## src/rtl/flash_spi_reader.sv

```systemverilog
// SPI NOR read engine for the boot loader: one 03h read of a 32-bit word per request,
// returned little-endian with a one-cycle ack and a guaranteed chip-select gap afterwards.
module flash_spi_reader #(
  parameter int CLK_DIV = 2,
  parameter int CS_GAP  = 4
) (
  input  logic        sys_clk,
  input  logic        sys_rst_n,
  input  logic        i_flash_cycle,
  input  logic [31:0] i_flash_addr,
  output logic        o_flash_ack,
  output logic [31:0] o_flash_data,
  output logic        spi_cs_n,
  output logic        spi_sck,
  output logic        spi_mosi,
  input  logic        spi_miso
);

  typedef enum logic [1:0] {IDLE, SHIFT, ACK, GAP} state_t;

  state_t      state;
  state_t      next_state;
  logic        armed;
  logic [7:0]  div_cnt;
  logic [7:0]  gap_cnt;
  logic [6:0]  bit_cnt;
  logic [63:0] tx_word;
  logic [31:0] rx_word;
  logic [63:0] start_word;
  logic        start;
  logic        toggle;
  logic        last_fall;
  logic        gap_done;
  logic        unused_addr_bits;

  assign unused_addr_bits = ^{i_flash_addr[31:24], i_flash_addr[1:0]};

  always_comb begin
    start_word = {8'h03, i_flash_addr[23:2], 2'b00, 32'h0};
    start      = (state == IDLE) && i_flash_cycle && armed;
    toggle     = (state == SHIFT) && (div_cnt == 8'(CLK_DIV - 1));
    last_fall  = toggle && spi_sck && (bit_cnt == 7'd63);
    gap_done   = (state == GAP) && (gap_cnt >= 8'(CS_GAP - 1));
  end

  always_ff @(posedge sys_clk or negedge sys_rst_n) begin
    if (!sys_rst_n) state <= IDLE;
    else            state <= next_state;
  end

  always_comb begin
    next_state = state;
    case (state)
      IDLE:    if (start)     next_state = SHIFT;
      SHIFT:   if (last_fall) next_state = ACK;
      ACK:                    next_state = GAP;
      GAP:     if (gap_done)  next_state = IDLE;
      default:                next_state = IDLE;
    endcase
  end

  // The ACK cycle counts as the first cycle of the chip-select gap.
  always_ff @(posedge sys_clk or negedge sys_rst_n) begin
    if (!sys_rst_n) begin
      armed        <= 1'b1;
      div_cnt      <= 8'h0;
      gap_cnt      <= 8'h0;
      bit_cnt      <= 7'h0;
      tx_word      <= 64'h0;
      rx_word      <= 32'h0;
      spi_cs_n     <= 1'b1;
      spi_sck      <= 1'b0;
      spi_mosi     <= 1'b0;
      o_flash_ack  <= 1'b0;
      o_flash_data <= 32'h0;
    end else begin
      if ((state == IDLE || state == GAP) && !i_flash_cycle)
        armed <= 1'b1;
      case (state)
        IDLE: begin
          gap_cnt <= 8'h0;
          if (start) begin
            armed    <= 1'b0;
            tx_word  <= start_word;
            div_cnt  <= 8'h0;
            bit_cnt  <= 7'h0;
            spi_cs_n <= 1'b0;
            spi_sck  <= 1'b0;
            spi_mosi <= start_word[63];
          end
        end
        SHIFT: begin
          if (toggle) begin
            div_cnt <= 8'h0;
            spi_sck <= ~spi_sck;
            if (!spi_sck) begin
              rx_word <= {rx_word[30:0], spi_miso};
            end else begin
              tx_word  <= {tx_word[62:0], 1'b0};
              spi_mosi <= tx_word[62];
              bit_cnt  <= bit_cnt + 7'd1;
              if (last_fall) begin
                spi_cs_n     <= 1'b1;
                spi_mosi     <= 1'b0;
                o_flash_ack  <= 1'b1;
                o_flash_data <= {rx_word[7:0], rx_word[15:8], rx_word[23:16], rx_word[31:24]};
              end
            end
          end else begin
            div_cnt <= div_cnt + 8'd1;
          end
        end
        ACK: begin
          o_flash_ack <= 1'b0;
          gap_cnt     <= 8'd1;
        end
        GAP: begin
          if (!gap_done) gap_cnt <= gap_cnt + 8'd1;
        end
        default: ;
      endcase
    end
  end

endmodule

```

## config.mk

```make
export PLATFORM = sky130hd
export DESIGN_NAME = flash_spi_reader
export DESIGN_NICKNAME = d
export VERILOG_FILES = /design/src/rtl/flash_spi_reader.sv
export SDC_FILE = /design/constraint.sdc
export NUM_CORES = 1
export LEC_CHECK = 0
export CAP_MARGIN = 5
export CORE_ASPECT_RATIO = 1.1
export CORE_MARGIN = 2
export CORE_UTILIZATION = 55
export CTS_CLUSTER_SIZE = 28
export DETAILED_ROUTE_END_ITERATION = 8
export MAX_ROUTING_LAYER = met4
export PLACE_DENSITY = 0.83
export SLEW_MARGIN = 40
export SYNTH_ARGS = -nofsm -noshare
export SYNTH_HDL_FRONTEND = slang
export SYNTH_SLANG_ARGS = --single-unit
```

## constraint.sdc

```tcl
create_clock -name sys_clk -period 4 [get_ports sys_clk]
set_input_delay 0.6 -clock sys_clk [delete_from_list [all_inputs] [get_ports sys_clk]]
set_output_delay 0.6 -clock sys_clk [all_outputs]
set_load 0.005 [all_outputs]
```

==> impl_metrics.ini <==
[detailed_routing]
wl_met1_um = 4470
drt_iter0_markers = 174
antenna_left = 0
via_per_inst = 5.80
drc = 0
post_drt_wl_per_cell_um = 17.0
detail_route.first_pass.iterations = 5
wl_met2_um = 5640
dr.max_layer_used = met4
via_count = 3653
routed_wl_um = 10700
met3_length_um = 479

[logic_synthesis]
ys_seq_area_share_pct = 58.1
synthCells = 432
synth_top_area_share_pct = 57.1
ys.flop_type = dfrtp_1
avgSynthCellArea_um2 = 12.3
ys_async_sr_fraction_pct = 100
synth_area_leaders = dfrtp_1, mux2_2, o221a_2
synth_edf_count = 0
synth_top_cell_by_area = dfrtp_1
synth_area_um2 = 5300
synth.distinct_cells = 47
synth_warnings = 0
syn-num-nets = 478
ys_seq_elements = 123

[floorplan]
core_area_um2 = 9350
die_h_um = 107
dieArea_um2 = 10400
ioPinCount = 72
initial_core_util_pct = 56.7
rows = 37
dieWidth_um = 97.6

[cts]
clockBufferDepth = 2
insertion_delay_ps = 510
tritoncts = built
cts_sinks = 123
clk_pin_slew_ps = 60
cts_buffers = 17
htree_levels = 4
root_buffer = clkbuf_8
post_cts.repair.setup_buffers = 0
ctsHoldBuffers = 0
cts.repair.resized = 0

[worst_hold_path]
hold_path_class = in2async

[finish]
final_cell_area_um2 = 6690
drive_above_1_share_pct = 25.1
fin_nets = 547
final_cell_mix = dfrtp_1, mux2_2, clkdlybuf4s50_1
area_delta_synth_final_pct = 26.1
insertedDiodeCount = 0
layout_commonest_cell = dfrtp_1

[job]
maxCapViolations = 0

[pwr]
leakage_nw = 3.12
p_clk_share_pct = 55.3
powerDensity_nw_per_um2 = 434
pwr-share-comb_pct = 1.7
switching_share_pct = 19.3
vdd_drop_max_uv = 259
cellInternalPower_mw = 2.34
p_switching_uw = 561
pwr-share-seq_pct = 42.9

[grt]
grt_first_pass_wirelength_um = 18100
grt_overflow = 0
grt_start_max_net_pins = 61
grt_pass1_vias = 3789
antenna_found_initial = 0
grtUsageTotal_pct = 22.8

[critical_path]
crit_start = state[1]
critPathRequiredTime_ps = 4400
worstSetupPathType = reg2reg
cp_num_buf_inv = 3
end_kind = register
crit_top_cell = buf_4
worstSetupEndpoint = state[1]
max_stage_delay_ps = 520
cp-start-kind = register
cp_slowest_cell = or4_1
cp_top_family = simple AND/OR/NAND/NOR gates
r2r-end = state[1]
crit_chain = inv_1 > ha_1 > buf_4 > nand4bb_1 > or4_1 > buf_4 > a221o_1 > mux2_4
worstPathMaxFanout = 37
cp.depth = 8
r2r_slack_ps = 1210
r2r-start = state[1]
reg2reg_depth = 8
cp.arrival_ps = 3190

[sta]
min_period_ps = 2790
timing.final.crit_share_pct = 69.7
finalSetupTns_ps = 0
rsz0062_at_grt = no
slew_headroom_pct = 64.0
worst_pin_slew_ps = 540
hold_viol = 0
setup_violations = 0
holdWs_ps = 54.2
final-max-slew-violation-count = 0
timing.fmax_mhz = 358
setup_ws_ps = 1210
finClkSkew_ps = 9.08

[place]
routabilityCongestion = 0.795
hpwlAfterDp_um = 6750
io_buffers = 61
placed_area_um2 = 6070
pre_cts_ws_ps = 1230

[outcome]
status = finished clean
==> through the flow <==
| stage | utilization [%] | std cells | power, mW |
|---|---|---|---|
| 3_3_place_gp | 64.9 | 599 | 1.32 |
| 3_5_place_dp | 64.9 | 599 | 1.32 |
| 2_1_floorplan | - | 432 | 1.27 |
| 6_report | 71.5 | 630 | 2.90 |
| 4_1_cts | 71.5 | 630 | 2.93 |
| 5_1_grt | 71.5 | 630 | 3.00 |
==> kinds of logic after synthesis <==
family / after synthesis / share of synthesized area [%]
XOR/XNOR: 5 / 0.826
AO/OA/AOI/OAI: 69 / 10.8
buffers and inverters: 30 / 2.15
multiplexers: 67 / 14.3
adder cells (fa/ha/maj): 10 / 2.36
flip-flops: 123 / 58.1
AND/OR/NAND/NOR: 128 / 11.5
==> final cells by class <==
cell class	count	area, um2
Tap cell	117	146
Multi-Input combinational cell	279	2110
Timing Repair Buffer	73	702
Inverter	7	26.3
Sequential cell	123	3080
Clock inverter	11	195
Clock buffer	20	425
Fill cell	630	2660
==> worst register-to-register path, delay by kind of cell, from the launching register on <==
family          cells  cell delay, ps
compound gates      1             460
fa+ha+maj           1             160
buf+inv             3             620
flops               1             420
mux                 1             310
simple gates        2             700
==> Yosys cell counts, types with 2 or more instances <==
library cell,n
nand2b_1,2
inv_1,6
nand3_1,30
o211ai_1,5
a21oi_1,4
dfstp_2,2
or3_1,4
mux2_1,4
a22o_1,8
nor4_1,2
o21ai_0,15
xor2_1,3
nor2_1,12
dfrtp_1,121
xnor2_1,2
mux2_2,61
a21boi_0,2
or4_1,6
clkbuf_1,19
or2_2,2
o221a_2,21
and3_1,2
o2111ai_1,2
nor2b_1,9
nand2_1,54
ha_1,10
buf_1,3
o22a_1,2
==> how the worst min path moves through the flow <==
stage / from / end / slack [ps] / cells after the start
2_1_floorplan: sys_rst_n / bit_cnt[0] / 300 / 0
3_3_place_gp: rx_word[31] / o_flash_data[7] / 460 / 1
3_5_place_dp: gap_cnt[7] / gap_cnt[7] / 480 / 1
4_1_cts: sys_rst_n / o_flash_data[19] / 160 / 1
5_1_grt: sys_rst_n / o_flash_data[17] / 80 / 1
6_report: sys_rst_n / o_flash_data[17] / 50 / 1
==> power groups by stage <==
stage / combinational [mW] / clock (mW) / sequential (mW)
6_report: 0.0499 / 1.61 / 1.25
5_1_grt: 0.0569 / 1.70 / 1.24
4_1_cts: 0.0512 / 1.63 / 1.25
3_5_place_dp: 0.0512 / 0 / 1.27
3_3_place_gp: 0.0501 / 0 / 1.27
2_1_floorplan: 0.000627 / 0 / 1.27
==> registers in the layout, summed over array words and instances, names as in the netlist <==
signal,count
o_flash_data,32
rx_word,32
tx_word,29
div_cnt,8
gap_cnt,8
bit_cnt,7
state,2
armed,1
o_flash_ack,1
spi_cs_n,1
spi_mosi,1
spi_sck,1
==> metal layers <==
| layer | vias up | track usage (%) |
|---|---|---|
| met5 | - | - |
| met1 | 1828 | 27.1 |
| met3 | 13 | 6.78 |
| met4 | 0 | 8.13 |
| li1 | 1706 | - |
| met2 | 106 | 37.3 |
(Power assumes the default switching activity.)
